--- config.mk ---
export PLATFORM = sky130hd
export DESIGN_NAME = dpu_feeder
export DESIGN_NICKNAME = d
export VERILOG_FILES = /design/src/rtl/dpu_feeder_pkg.sv /design/src/rtl/dpu_pipe_reg.sv /design/src/rtl/dpu_feeder.sv
export SDC_FILE = /design/constraint.sdc
export NUM_CORES = 1
export LEC_CHECK = 0
export ABC_AREA = 1
export BUFFER_PORTS_ARGS = -buffer_cell sky130_fd_sc_hd__buf_2
export CAP_MARGIN = 40
export CORE_MARGIN = 5
export CORE_UTILIZATION = 48
export CTS_CLUSTER_SIZE = 8
export DETAILED_ROUTE_END_ITERATION = 7
export PLACE_DENSITY = 0.8
export SYNTH_ARGS = -nofsm -noshare
export SYNTH_HDL_FRONTEND = slang
export SYNTH_SLANG_ARGS = --single-unit
--- constraint.sdc ---
create_clock -name clk -period 5 [get_ports clk]
set_input_delay 1 -clock clk [delete_from_list [all_inputs] [get_ports clk]]
set_output_delay 1 -clock clk [all_outputs]
set_load 0.02 [all_outputs]
--- src/rtl/dpu_feeder_pkg.sv ---
// Shared widths, the output group payload and the weight nibble selector.
package dpu_feeder_pkg;

    localparam int FP16_W     = 16;
    localparam int INT4_W     = 4;
    localparam int DPU_LANES  = 4;
    localparam int ACT_BEAT_W = 64;
    localparam int WT_BEAT_W  = 32;

    // One operand group toward the DPU; last closes a dot product
    typedef struct packed {
        logic                                 last;
        logic [DPU_LANES-1:0][FP16_W-1:0]     fp16;
        logic [DPU_LANES-1:0][INT4_W-1:0]     int4;
    } dpu_grp_t;

    localparam int GRP_W = $bits(dpu_grp_t);

    // Pick signed int4 nibble idx (0..7) out of a weight beat, bits untouched
    function automatic logic [INT4_W-1:0] wt_nibble(input logic [WT_BEAT_W-1:0] word,
                                                    input logic [2:0]           idx);
        return word[{idx, 2'b00} +: INT4_W];
    endfunction

endpackage

--- src/rtl/dpu_pipe_reg.sv ---
// One-entry valid/ready register; accepts a new entry whenever it is
// empty or its current entry leaves in the same cycle.
module dpu_pipe_reg #(
    parameter int W = 8
) (
    input  logic         clk,
    input  logic         rst,
    input  logic         in_valid,
    output logic         in_ready,
    input  logic [W-1:0] in_data,
    output logic         out_valid,
    input  logic         out_ready,
    output logic [W-1:0] out_data
);

    assign in_ready = !out_valid || out_ready;

    // Load on handshake, drop valid once the entry is consumed
    always_ff @(posedge clk or posedge rst) begin
        if (rst) begin
            out_valid <= 1'b0;
            out_data  <= '0;
        end else if (in_valid && in_ready) begin
            out_valid <= 1'b1;
            out_data  <= in_data;
        end else if (out_ready) begin
            out_valid <= 1'b0;
        end
    end

endmodule

--- src/rtl/dpu_feeder.sv ---
// Pairs each half of an 8 x int4 weight beat with one 4 x fp16 activation
// beat and issues one operand group per cycle, tagging the last group of
// every K_GROUPS-long dot product.
module dpu_feeder
    import dpu_feeder_pkg::*;
#(
    parameter int K_GROUPS = 16,
    parameter int CNT_W    = $clog2(K_GROUPS)
) (
    input  logic                  clk,
    input  logic                  rst,
    input  logic                  act_valid,
    output logic                  act_ready,
    input  logic [ACT_BEAT_W-1:0] act_data,
    input  logic                  wt_valid,
    output logic                  wt_ready,
    input  logic [WT_BEAT_W-1:0]  wt_data,
    output logic                  out_valid,
    input  logic                  out_ready,
    output logic [FP16_W-1:0]     out_fp16_0,
    output logic [FP16_W-1:0]     out_fp16_1,
    output logic [FP16_W-1:0]     out_fp16_2,
    output logic [FP16_W-1:0]     out_fp16_3,
    output logic [INT4_W-1:0]     out_int4_0,
    output logic [INT4_W-1:0]     out_int4_1,
    output logic [INT4_W-1:0]     out_int4_2,
    output logic [INT4_W-1:0]     out_int4_3,
    output logic                  out_last,
    output logic [CNT_W-1:0]      grp_cnt
);

    localparam logic [CNT_W-1:0] LAST_GRP = CNT_W'(K_GROUPS - 1);

    logic [WT_BEAT_W-1:0] wt_buf;
    logic                 wt_full;
    logic                 h;
    logic                 out_free;
    logic                 act_fire;
    logic                 wt_fire;
    dpu_grp_t             grp_next;
    dpu_grp_t             grp_q;

    // act_ready never looks at act_valid/wt_valid, so no loop through the sources
    assign act_ready = wt_full && out_free;
    assign act_fire  = act_valid && act_ready;
    // A new weight may land in the cycle the second half is consumed: no bubble
    assign wt_ready  = !wt_full || (act_fire && h);
    assign wt_fire   = wt_valid && wt_ready;

    // Build the next group from the activation beat and the current weight half
    always_comb begin
        grp_next      = '0;
        grp_next.last = (grp_cnt == LAST_GRP);
        for (int n = 0; n < DPU_LANES; n++) begin
            grp_next.fp16[n] = act_data[n*FP16_W +: FP16_W];
            grp_next.int4[n] = wt_nibble(wt_buf, {h, 2'(n)});
        end
    end

    // Weight buffer, half select and group counter
    always_ff @(posedge clk or posedge rst) begin
        if (rst) begin
            wt_buf  <= '0;
            wt_full <= 1'b0;
            h       <= 1'b0;
            grp_cnt <= '0;
        end else begin
            if (wt_fire) begin
                wt_buf  <= wt_data;
                wt_full <= 1'b1;
                h       <= 1'b0;
            end else if (act_fire) begin
                h <= ~h;
                if (h)
                    wt_full <= 1'b0;
            end
            if (act_fire)
                grp_cnt <= (grp_cnt == LAST_GRP) ? '0 : grp_cnt + 1'b1;
        end
    end

    dpu_pipe_reg #(.W(GRP_W)) u_out (
        .clk       (clk),
        .rst       (rst),
        .in_valid  (act_fire),
        .in_ready  (out_free),
        .in_data   (grp_next),
        .out_valid (out_valid),
        .out_ready (out_ready),
        .out_data  (grp_q)
    );

    assign out_last   = grp_q.last;
    assign out_fp16_0 = grp_q.fp16[0];
    assign out_fp16_1 = grp_q.fp16[1];
    assign out_fp16_2 = grp_q.fp16[2];
    assign out_fp16_3 = grp_q.fp16[3];
    assign out_int4_0 = grp_q.int4[0];
    assign out_int4_1 = grp_q.int4[1];
    assign out_int4_2 = grp_q.int4[2];
    assign out_int4_3 = grp_q.int4[3];

endmodule

* Word level (Yosys, flattened, before mapping)
Index checks and enable logic that the tools add are counted.
** Operators by class
- Multipliers :: 0
- Shift-type cells :: 4
- Add/subtract/negate cells :: 1
- Equality and inequality tests :: 1
- Div/mod/pow operators :: 0
- Magnitude comparators :: 0
- Reductions and logical operators :: 13
- Bitwise logic cells :: 1
- Muxes and demuxes :: 8
** Operators by type and width (number)
- $shiftx 32x6->4 :: 4
- $mux 1 :: 7
- $reduce_bool 2->1 :: 3
- $logic_and 1x1->1 :: 5
- $add 4x1->4 const B :: 1
- $eq 4x4->1 const B :: 1
- $mux 4 :: 1
- $logic_not 1->1 :: 2
- $logic_or 1x1->1 :: 2
- $reduce_and 2->1 :: 1
- $not 1->1 :: 1
** Word-level totals
- ROM bits :: 0
- Flip-flop bits (word level) :: 120
- Output and inout bits :: 88
- Memory bits (writable) :: 0
- Memories kept :: 0
- Latch bits :: 0
- Bits of input ports :: 101
- Word-level logic and storage cells :: 34

* Depth between registers and ports, before layout
- Depth after elaboration :: 9
- Mapped depth :: 8
- Depth with buffers taken out :: 7

* Hierarchy
A second synthesis with hierarchy kept.
** Second synthesis, totals
- Cells, all modules :: 582
- Area total of the unflattened synthesis :: 5054.8 µm²
** Modules (own cells, without submodules)
- dpu_pipe_reg :: area each 3285.7 µm², instances 1, cells an instance 356
- dpu_feeder :: area each 1769.2 µm², instances 1, cells an instance 226

* Worst setup path after synthesis
No wires, ideal clock.
- Kind :: input -> output
- Start :: input out_ready
- End :: output wt_ready
- Arrival :: 1567 ps
- Stages on the path :: 5
- Data required time :: 4000 ps
- Setup slack :: 2433 ps
- Path through :: inv_1 nand2_1 nand4_1 nand2_2 buf_2
** Between the ends
- Cells in the longest elaborated chain, start to end :: 5
** Ends and longest elaborated chain
- start, declared :: line dpu_feeder.sv:19 : input logic out_ready,
- $logic_or 1x1->1 :: line dpu_pipe_reg.sv:16 : assign in_ready = !out_valid || out_ready;
- $logic_and 1x1->1 :: line dpu_feeder.sv:44 : assign act_ready = wt_full && out_free;
- $logic_and 1x1->1 :: line dpu_feeder.sv:45 : assign act_fire = act_valid && act_ready;
- $logic_and 1x1->1 :: line dpu_feeder.sv:47 : assign wt_ready = !wt_full || (act_fire && h);
- $logic_or 1x1->1 :: line dpu_feeder.sv:47
- end, declared :: line dpu_feeder.sv:16 : output logic wt_ready,
No other way between the ends.

* Worst setup path after layout
- Start :: register h
- End :: output wt_ready
** Between the ends
- Cells in the longest elaborated chain, start to end :: 2
** Ends and longest elaborated chain
- start, declared :: line dpu_feeder.sv:36 : logic h;
- start signal, assigned :: line dpu_feeder.sv:73 : h <= ~h;
- $logic_and 1x1->1 :: line dpu_feeder.sv:47
- $logic_or 1x1->1 :: line dpu_feeder.sv:47
No other way between the ends.

==> run metrics <==
Worst setup endpoint=wt_ready; CP Capture Type=primary output; worst vdd ir=roughly 0.27 mV; Final Non-Filler Cells=863; Max Fclk=around 300 MHz; first-iteration detailed-routing DRC count=around 380; Ant. Diodes=0; TritonCTS Buffers=17; clk_lat worst skew=0.51 ns; reg-to-reg setup timing slack=approximately 2.4 ns; Seq cells post-synth=120; FF-to-FF path depth=6; Finished Cell Area=approximately 6400 sq um; first-pass GRT wire length=between 20000 and 25000 microns; Max-Cap Viols=0; Startpoint Class=flip-flop; CTS Buffer Depth=2; Synth Cell Area=between 4000 and 5000 sq um; CTS tree=done; Power Density=~640 nW/um^2; post-route setup slack=roughly 1.7 ns; Synth Area in XOR/XNOR=less than 1%; buffers added on ports=approximately 190; post-synthesis adder-cell area fraction=less than 1%; placed cell count=between 800 and 900; htree depth=4; die span in y=110 microns; via count=4274; # IOs=about 190; largest net degree at the start of global routing=50; final worst path period need=~3.3 ns; Synth cell types=23; multiplexer share of the synthesized area=0%; CTS Hold Bufs=0; die area=between 10000 and 15000 sq um; worst hold path class=reg -> reg; yosys warns=0; Arr. time, crit path=~2.3 ns; Starting Density=slightly below 50%; slew of the pin with the lowest slew margin=0.799 ns; RSZ-0062 raised after global routing=false; fin nets=820; GRT Total Usage=22.0%; leakage power=3.68 nW; # Post-CTS Setup Buffers=0; clk slew on worst S/H paths=0.05 ns; via/cell ratio=a little under 5; Tcrit/Tclk final=65.8%; final WL=roughly 13000 microns; GPL Wtd Cong=0.740; area growth from synthesis to layout=34.0%; core box area=9770 sq um; CP Max Fanout=35; Die Wd=between 100 and 150 microns; FP Rows=36; sequential share of the synthesized area=roughly 62%; hpwl dp=9030 microns; initial antenna violation count=0; Routed Antenna Nets=0; layout cells sized above 1=32.5%; syn nets=639; Critical Path RT=roughly 4.0 ns; DRT Pass-1 Iters=5; largest family of logic cells by synthesized area=simple AND/OR/NAND/NOR gates; final hold slack=between 0.4 and 0.5 ns; RR Endpoint=wt_buf[6]$_DFFE_PP0P_; Root Buffer=clkbuf_8; CP startpoint=h$_DFFE_PP0P_; setup TNS=0 ns; drt drc=0; Worst slew margin=between 40% and 50%; routed length per placed instance=~15 microns; final hold violation count=0; Post-DP Area=roughly 5800 sq um; fin. max-slew vios=0; simple-gate area share of the yosys netlist=around 30%; critical path type=reg -> out; pre-CTS setup slack=approximately 1.9 ns; worst r2r src=h$_DFFE_PP0P_; post-synthesis cell count=537; status=finished clean; grt ovf=0; number of global-route vias before repair=4204; post-cts sizing count=0; CTS sink count=120; final setup fails=0; syn avg cell area=8.95 sq um; clock skew=~0.0059 ns; Compound-Gate Fraction of Synth Area=3.33%
stage by stage:
step	total power [mW]	util, %
final	4.14	65.9
after global routing	4.40	65.9
after CTS	4.18	65.9
after detailed placement	2.82	59.3
after global placement	2.75	59.1
after floorplan	2.37	-
critical path, cell delays in order (launching register included):
cell,delay [ns]
dfrtp_1,0.75
nand4_1,0.24
nand2_2,0.51
buf_2,0.28
how the worst min path moves through the flow:
stage	endpoint	slack (ns)	cells after the start	start
2_1_floorplan	wt_buf[21]$_DFFE_PP0P_	0.43	2	wt_buf[21]$_DFFE_PP0P_
3_3_place_gp	wt_buf[23]$_DFFE_PP0P_	0.45	2	wt_buf[23]$_DFFE_PP0P_
3_5_place_dp	wt_buf[24]$_DFFE_PP0P_	0.45	2	wt_buf[24]$_DFFE_PP0P_
4_1_cts	wt_buf[24]$_DFFE_PP0P_	0.47	2	wt_buf[24]$_DFFE_PP0P_
5_1_grt	wt_buf[16]$_DFFE_PP0P_	0.48	2	wt_buf[16]$_DFFE_PP0P_
6_report	wt_buf[16]$_DFFE_PP0P_	0.47	2	wt_buf[16]$_DFFE_PP0P_
state kept, by name, summed over array words and instances (netlist names):
signal	count
wt_buf	32
h	1
u_out.out_data	81
u_out.out_valid	1
wt_full	1
grp_cnt	4
cells by family (layout without fill, tap and decap cells):
kind of cell / Yosys count / in the layout
fa+ha+maj: 1 / 1
compound gates: 23 / 23
xor+xnor: 1 / 1
simple gates: 356 / 356
flops: 120 / 120
buf+inv: 36 / 229
synthesized netlist by cell type:
master    count  area (sq um)
or2_2        12          75.1
and3_1        1          6.26
or2_1         4          25.0
inv_1         4          15.0
xnor2_1       1          8.76
nand4_1       2          12.5
a21oi_1       2          10.0
and2_1        1          6.26
nand3_1      34           170
inv_2         1          3.75
buf_4         7          52.6
ha_1          1          12.5
nor2_1        1          3.75
buf_2        17          85.1
buf_6         1          11.3
clkbuf_1      6          22.5
nand2_1     299          1120
nand2_2       2          12.5
o21ai_0       3          15.0
o21a_1        1          7.51
dfrtp_1     120          3000
o21bai_1      1          7.51
o211ai_1     16           120
report_power, final:
part           internal, mW  switching, mW
Clock                 0.933          0.404
Sequential             1.33          0.228
Combinational         0.430          0.820
Total                  2.69           1.45
metal layers:
metal  wire, microns  share of wire (%)  track usage, %
met3            1290                9.9            5.88
met2            6350                 49            37.4
met1            5190                 40            26.9
met5               0                  0               0
met4             159                1.2            8.37
layout by cell type (no fill, tap or decap), types with 2 or more instances in the layout:
master and count:
dfrtp_1 120, bufinv_16 6, a21oi_1 2, or2_2 12, nand4_1 2, o21ai_0 3, buf_2 188, inv_1 3
o211ai_1 16, nand3_1 34, clkbuf_1 4, nand2_2 2, or2_1 4, clkbuf_8 3, clkbuf_16 16, buf_4 4
nand2_1 299
final cells by class:
class                   count  area (sq um)
flip-flops and latches    120          3000
repair buffers            193           986
clock buffers              23           457
inverters                   5          21.3
fillers                   809          3330
multi-input cells         381          1620
well taps                 133           166
clock inverters             8           193
Note: power is estimated with default switching activity, not from simulation.
